$ cat config.mk
export PLATFORM = sky130hd
export DESIGN_NAME = multicycle_control
export DESIGN_NICKNAME = d
export VERILOG_FILES = /design/src/rtl/multicycle_control.sv
export SDC_FILE = /design/constraint.sdc
export NUM_CORES = 1
export LEC_CHECK = 0
export ABC_AREA = 1
export CAP_MARGIN = 20
export CELL_PAD_IN_SITES_DETAIL_PLACEMENT = 1
export CELL_PAD_IN_SITES_GLOBAL_PLACEMENT = 1
export CORE_AREA = 5 5 89 91
export CTS_CLUSTER_DIAMETER = 50
export DETAILED_ROUTE_END_ITERATION = 12
export DIE_AREA = 0 0 94 96
export PLACE_DENSITY_LB_ADDON = 0.1
export REMOVE_ABC_BUFFERS = 1
export SLEW_MARGIN = 5
export SYNTH_ARGS = -nofsm -noshare
export SYNTH_HDL_FRONTEND = slang
export SYNTH_SLANG_ARGS = --single-unit
$ cat constraint.sdc
create_clock -name clock -period 3.6 [get_ports clock]
set_clock_uncertainty 0.1 [all_clocks]
set_input_delay 1.08 -clock clock [delete_from_list [all_inputs] [get_ports clock]]
set_output_delay 1.08 -clock clock [all_outputs]
set_load 0.1 [all_outputs]
$ cat src/rtl/multicycle_control.sv
// Multicycle MIPS control unit: Moore FSM sequencing fetch/decode/execute/memory/writeback,
// plus a retired-instruction counter and a sticky illegal-opcode flag.
module multicycle_control #(
  parameter int unsigned COUNT_WIDTH = 32
) (
  input  logic                   clock,
  input  logic                   reset,
  input  logic [5:0]             opcode,
  input  logic                   zero,
  output logic                   pc_en,
  output logic [1:0]             pc_source,
  output logic                   i_or_d,
  output logic                   mem_read,
  output logic                   mem_write,
  output logic                   ir_write,
  output logic                   reg_write,
  output logic                   reg_dst,
  output logic                   mem_to_reg,
  output logic                   alu_src_a,
  output logic [1:0]             alu_src_b,
  output logic [1:0]             alu_op,
  output logic                   instr_done,
  output logic                   illegal,
  output logic [COUNT_WIDTH-1:0] instr_count,
  output logic [3:0]             state
);

  localparam int unsigned STATE_W = 4;

  localparam logic [STATE_W-1:0] S_INIT      = 4'd0;
  localparam logic [STATE_W-1:0] S_FETCH     = 4'd1;
  localparam logic [STATE_W-1:0] S_DECODE    = 4'd2;
  localparam logic [STATE_W-1:0] S_MEM_ADDR  = 4'd3;
  localparam logic [STATE_W-1:0] S_MEM_READ  = 4'd4;
  localparam logic [STATE_W-1:0] S_MEM_WB    = 4'd5;
  localparam logic [STATE_W-1:0] S_MEM_WRITE = 4'd6;
  localparam logic [STATE_W-1:0] S_R_EXEC    = 4'd7;
  localparam logic [STATE_W-1:0] S_R_WB      = 4'd8;
  localparam logic [STATE_W-1:0] S_BRANCH    = 4'd9;
  localparam logic [STATE_W-1:0] S_JUMP      = 4'd10;
  localparam logic [STATE_W-1:0] S_ADDI_EXEC = 4'd11;
  localparam logic [STATE_W-1:0] S_ADDI_WB   = 4'd12;

  localparam logic [5:0] OP_RTYPE = 6'h00;
  localparam logic [5:0] OP_J     = 6'h02;
  localparam logic [5:0] OP_BEQ   = 6'h04;
  localparam logic [5:0] OP_ADDI  = 6'h08;
  localparam logic [5:0] OP_LW    = 6'h23;
  localparam logic [5:0] OP_SW    = 6'h2B;

  logic [STATE_W-1:0]     state_q;
  logic [STATE_W-1:0]     state_d;
  logic                   opcode_known_c;
  logic                   illegal_q;
  logic [COUNT_WIDTH-1:0] count_q;

  // State register
  always_ff @(posedge clock or negedge reset) begin
    if (!reset) state_q <= S_INIT;
    else        state_q <= state_d;
  end

  // Opcodes this control unit knows how to sequence
  always_comb begin
    opcode_known_c = 1'b0;
    case (opcode)
      OP_RTYPE, OP_J, OP_BEQ, OP_ADDI, OP_LW, OP_SW: opcode_known_c = 1'b1;
      default:                                       opcode_known_c = 1'b0;
    endcase
  end

  // Next-state logic; unused codes recover to FETCH
  always_comb begin
    state_d = S_FETCH;
    case (state_q)
      S_INIT:   state_d = S_FETCH;
      S_FETCH:  state_d = S_DECODE;
      S_DECODE: begin
        case (opcode)
          OP_RTYPE:     state_d = S_R_EXEC;
          OP_LW, OP_SW: state_d = S_MEM_ADDR;
          OP_BEQ:       state_d = S_BRANCH;
          OP_J:         state_d = S_JUMP;
          OP_ADDI:      state_d = S_ADDI_EXEC;
          default:      state_d = S_FETCH;
        endcase
      end
      S_MEM_ADDR:  state_d = (opcode == OP_SW) ? S_MEM_WRITE : S_MEM_READ;
      S_MEM_READ:  state_d = S_MEM_WB;
      S_R_EXEC:    state_d = S_R_WB;
      S_ADDI_EXEC: state_d = S_ADDI_WB;
      default:     state_d = S_FETCH;
    endcase
  end

  // Moore output decode; BRANCH's pc_en is the only input-dependent term
  always_comb begin
    pc_en      = 1'b0;
    pc_source  = 2'b00;
    i_or_d     = 1'b0;
    mem_read   = 1'b0;
    mem_write  = 1'b0;
    ir_write   = 1'b0;
    reg_write  = 1'b0;
    reg_dst    = 1'b0;
    mem_to_reg = 1'b0;
    alu_src_a  = 1'b0;
    alu_src_b  = 2'b00;
    alu_op     = 2'b00;
    instr_done = 1'b0;
    case (state_q)
      S_FETCH: begin
        mem_read  = 1'b1;
        ir_write  = 1'b1;
        alu_src_b = 2'b01;
        pc_en     = 1'b1;
      end
      S_DECODE: alu_src_b = 2'b11;
      S_MEM_ADDR, S_ADDI_EXEC: begin
        alu_src_a = 1'b1;
        alu_src_b = 2'b10;
      end
      S_MEM_READ: begin
        mem_read = 1'b1;
        i_or_d   = 1'b1;
      end
      S_MEM_WB: begin
        reg_write  = 1'b1;
        mem_to_reg = 1'b1;
        instr_done = 1'b1;
      end
      S_MEM_WRITE: begin
        mem_write  = 1'b1;
        i_or_d     = 1'b1;
        instr_done = 1'b1;
      end
      S_R_EXEC: begin
        alu_src_a = 1'b1;
        alu_op    = 2'b10;
      end
      S_R_WB: begin
        reg_write  = 1'b1;
        reg_dst    = 1'b1;
        instr_done = 1'b1;
      end
      S_BRANCH: begin
        alu_src_a  = 1'b1;
        alu_op     = 2'b01;
        pc_source  = 2'b01;
        pc_en      = zero;
        instr_done = 1'b1;
      end
      S_JUMP: begin
        pc_source  = 2'b10;
        pc_en      = 1'b1;
        instr_done = 1'b1;
      end
      S_ADDI_WB: begin
        reg_write  = 1'b1;
        instr_done = 1'b1;
      end
      default: ;
    endcase
  end

  // Retired-instruction counter, wraps naturally
  always_ff @(posedge clock or negedge reset) begin
    if (!reset)          count_q <= '0;
    else if (instr_done) count_q <= count_q + COUNT_WIDTH'(1);
  end

  // Sticky flag, set when DECODE sees an unsupported opcode
  always_ff @(posedge clock or negedge reset) begin
    if (!reset)                                       illegal_q <= 1'b0;
    else if ((state_q == S_DECODE) && !opcode_known_c) illegal_q <= 1'b1;
  end

  assign state       = state_q;
  assign instr_count = count_q;
  assign illegal     = illegal_q;

endmodule

**Yosys cells after proc, flatten, opt, wreduce, memory -nomap -nowiden**

Cells that the tools add are included.
W data, S select, Z words.

- Add/subtract/negate cells: 1
- Reductions and logical operators: 12
- Eq/ne operators: 17
- Mux-type cells: 17

Operator list:

| cell | number |
|---|---|
| $add A32 B1 Y32 const B | 1 |
| $pmux W4 S6 | 1 |
| $eq A4 B4 Y1 const B | 5 |
| $pmux W4 S5 | 1 |
| $eq A4 B3 Y1 const B | 4 |
| $eq A6 B6 Y1 const B | 2 |
| $reduce_or A6 Y1 | 2 |
| $mux W1 | 10 |
| $reduce_or A2 Y1 | 5 |
| $eq A4 B2 Y1 const B | 2 |
| $pmux W2 S2 | 2 |
| $eq A6 B2 Y1 const B | 1 |
| $eq A6 B3 Y1 const B | 1 |
| $eq A6 B4 Y1 const B | 1 |
| $logic_not A6 Y1 | 1 |
| $pmux W2 S3 | 1 |
| $eq A4 B1 Y1 const B | 1 |
| $reduce_or A4 Y1 | 1 |
| $reduce_or A3 Y1 | 1 |
| $mux W2 | 1 |
| $pmux W1 S2 | 1 |
| $logic_and A1 B1 Y1 | 1 |
| $logic_not A1 Y1 | 1 |

- Flip-flop bits (word level): 37
- Bits of input ports: 9
- Output and inout port bits: 53

**Logic depth before layout (Yosys ltp)**

- Depth in word-level cells: 5
- Gate-level depth with buffers: 11
- Gate-level depth less buffers: 10

**Least setup slack after synthesis**

OpenSTA, ideal clock, no wires.

- Path kind: reg2out
- From: reg state_q[0] (netlist: state[0])
- To: out pc_en
- Arrival: 3.675 ns
- Data required time: 2.420 ns
- Path slack: -1.255 ns
- Cell stages (with the launch flop): 5
- Cells stage by stage: dfrtp_1 nand2_2 nor2_1 a21oi_1 o21ai_0

- Longest elaborated chain between the ends: 3
- Elaborated cells between the ends (all ways): 5
- Those cells by class: eq/ne (3); mux (1); reduce/logical (1)

RTL lines:

| element | RTL line | source |
|---|---|---|
| from (decl) | 51 | `logic [STATE_W-1:0] state_q;` |
| from (signal assigned) | 60 | `else state_q <= state_d;` |
| $eq A4 B4 Y1 / $eq A4 B1 Y1 (equally long branches) | 111 | `case (state_q)` |
| $reduce_or A2 Y1 (no source line) | - |  |
| $pmux W1 S2 (*) | 111 |  |
| to (decl) | 10 | `output logic pc_en,` |

Every way passes the cells marked *; elsewhere a longest branch is shown, timed or not.

**Worst setup path in the final report**

- From: in zero
- To: out pc_en

- Longest elaborated chain between the ends: 1

RTL lines:

| element | RTL line | source |
|---|---|---|
| from (decl) | 9 | `input logic zero,` |
| $pmux W1 S2 | 111 |  |

Every way passes these cells.

==> results.py <==
metrics = {
    "drt": {
        "drc_errors": 0,
        "vias": 2664,
        "ant_nets": 0,
        "drtIter0Drc": 39,
        "post_drt_via_cell_ratio": 4.77,
        "first_pass_iters": 4,
        "wirelength_um": 7710,
        "wl_per_cell_um": 13.8,
    },
    "final_layout": {
        "area_delta_synth_final_pct": 26.8,
        "multiInputGateArea_um2": 1360,
        "antennaDiodeCount": 0,
        "layout-drive-gt1-share_pct": 17.2,
        "seqCellArea_um2": 926,
        "final_cell_mix": "174 x nand2_1, 60 x nor2_1, 52 x buf_4",
        "nFillCells": 978,
        "final_common_cell": "nand2_1",
        "final_nets": 468,
    },
    "setup_path": {
        "cp-start-kind": "input port",
        "end_kind": "output pin",
        "crit_fanout": 1,
        "arrival_ns": 2.01,
        "critPathKind": "input port to output pin",
        "critPathRequiredTime_ns": 2.42,
    },
    "hold_path": {
        "hp-class": "register to register",
    },
    "grt": {
        "grt_first_pass_wirelength_um": 13000,
        "antenna_found_initial": 0,
        "grt_start_max_net_pins": 44,
        "grt_overflow": 0,
        "grt_pass1_vias": 2786,
        "grt_usage_pct": 18.4,
    },
    "synthesis": {
        "synthArstFlopShare_pct": 100,
        "ys_seq_elements": 37,
        "ys_seq_area_share_pct": 36.9,
        "synth-xor-area-share_pct": 5.24,
        "synth_compound_area_share_pct": 2.94,
        "synth_edf_count": 0,
        "synthTopCellsByArea": "dfrtp_1 37%, nand2_1 26%, nor2_1 9.0%",
        "synth_area_leader_cell": "dfrtp_1",
        "synth_top_family_by_area": "simple AND/OR/NAND/NOR gates",
        "synth_mux_area_share_pct": 0,
        "ys_types": 25,
        "syn_area_um2": 2510,
        "yosys_warnings": 0,
        "synth_flop_cell": "dfrtp_1",
        "synth_fa_ha_area_share_pct": 0.499,
        "synth_top_area_share_pct": 36.9,
        "synth-simple-area-share_pct": 45.3,
        "syn_area_per_cell_um2": 6.33,
        "synth_cells": 396,
    },
    "clock_network": {
        "cts-root-buf": "clkbuf_8",
        "cts_hold_buffers": 0,
        "clock_path_buffers": 2,
        "cts_resized": 0,
        "cts_buffers": 5,
        "tritoncts": "done",
        "post_cts_buffers": 0,
        "clock_latency_ns": 0.30,
        "path_clk_slew_ns": 0.07,
        "cts.sinks": 37,
        "cts-htree-levels": 2,
    },
    "timing": {
        "worstMarginPinSlew_ns": 0.892,
        "final.period_utilization_pct": 88.6,
        "setup_viol": 0,
        "maxSlewViolCount": 0,
        "fin_tns_setup_ns": 0,
        "whs_ns": 0.385,
        "period_needed_ns": 3.19,
        "rsz0062_at_grt": "false",
        "relSlewSlack_pct": 40.5,
        "max_freq_mhz": 313,
        "final-hold-violation-count": 0,
    },
    "pwr": {
        "power_w": 0.00215,
        "p_per_area_nw_per_um2": 677,
        "power_leakage_nw": 1.61,
        "peakVddDrop_mv": 0.905,
    },
    "status": {
        "outcome": "complete, no violations",
    },
    "floorplanning": {
        "start_util_pct": 35.5,
        "core-area_um2": 7060,
        "dieHeight_um": 96,
        "rows": 31,
        "die_x_um": 94,
        "die-area_um2": 9020,
        "pin_count": 62,
    },
    "place": {
        "port_buffers": 61,
        "place_congestion": 0.816,
        "dp_hpwl_um": 6150,
    },
    "flow_run": {
        "max-cap-violations": 0,
    },
}
==> Yosys cell counts, drive strengths merged (4+ instances only) <==
cell type  count
nor3           4
nand2        178
nand3         18
buf            7
nor2          70
xor2          14
dfrtp         37
nand4          7
o21ai          9
inv           45
==> sequential cells by signal, summed over array words and instances (netlist names) <==
name / flops
state: 4
illegal: 1
instr_count: 32
==> metrics by stage <==
step / util (%) / cells / setup WS, ns / instance area, um^2
detailed placement: 43.6 / 550 / 0.428 / 3080
finish: 45.1 / 558 / 0.409 / 3180
CTS: 45.1 / 558 / 0.415 / 3180
global placement: 43.6 / 550 / 0.463 / 3080
floorplan: - / 389 / -1.26 / 2450
global route: 45.1 / 558 / 0.352 / 3180
==> routing by layer <==
layer,wire (um),up-vias,global-route usage (%)
met5,0,-,0
met2,3920,38,34.1
met1,3480,1295,22.1
met4,95,0,4.33
met3,208,9,3.44
li1,-,1322,-
==> path summary, 6_finish.rpt <==
check / slack [ns] / cells after the start / end / start
worst max-delay path: 0.41 / 4 / pc_en / zero
worst min-delay path: 0.39 / 1 / illegal / illegal
worst max register to register: 1.40 / 9 / instr_count[2] / state[2]
worst min register to register: 0.39 / 1 / illegal / illegal
max in group asynchronous: 2.04 / 1 / instr_count[31] / reset
min in group asynchronous: 0.80 / 1 / instr_count[3] / reset
==> where the power goes <==
group,switching [W],total [W],internal (W)
clock network,0.000157,0.000330,0.000173
logic,0.00107,0.00132,0.000257
registers,0.0000483,0.000501,0.000453
==> critical path, cell delays in order <==
cell and delay [ns]:
clkdlybuf4s50_1 0.41, a21oi_1 0.15, o21ai_0 0.16, buf_12 0.21
==> layout make-up <==
cell class | instances | share of cell area (%)
multi-input cells | 307 | 42.6
inverters | 45 | 5.31
clock buffers | 7 | 3.03
clock inverters | 1 | 0.157
flip-flops and latches | 37 | 29.1
well taps | 99 | 3.89
repair buffers | 62 | 15.9
==> cells by family (layout without fill, tap and decap cells) <==
logic type                 after synthesis  count (layout)
buffers and inverters                   52             115
AOI/OAI and AO/OA                       13              13
xor gates and xnor gates                15              15
and+or+nand+nor                        278             278
DFF                                     37              37
adders and majority gates                1               1
Note: power is estimated with default switching activity, not from simulation.
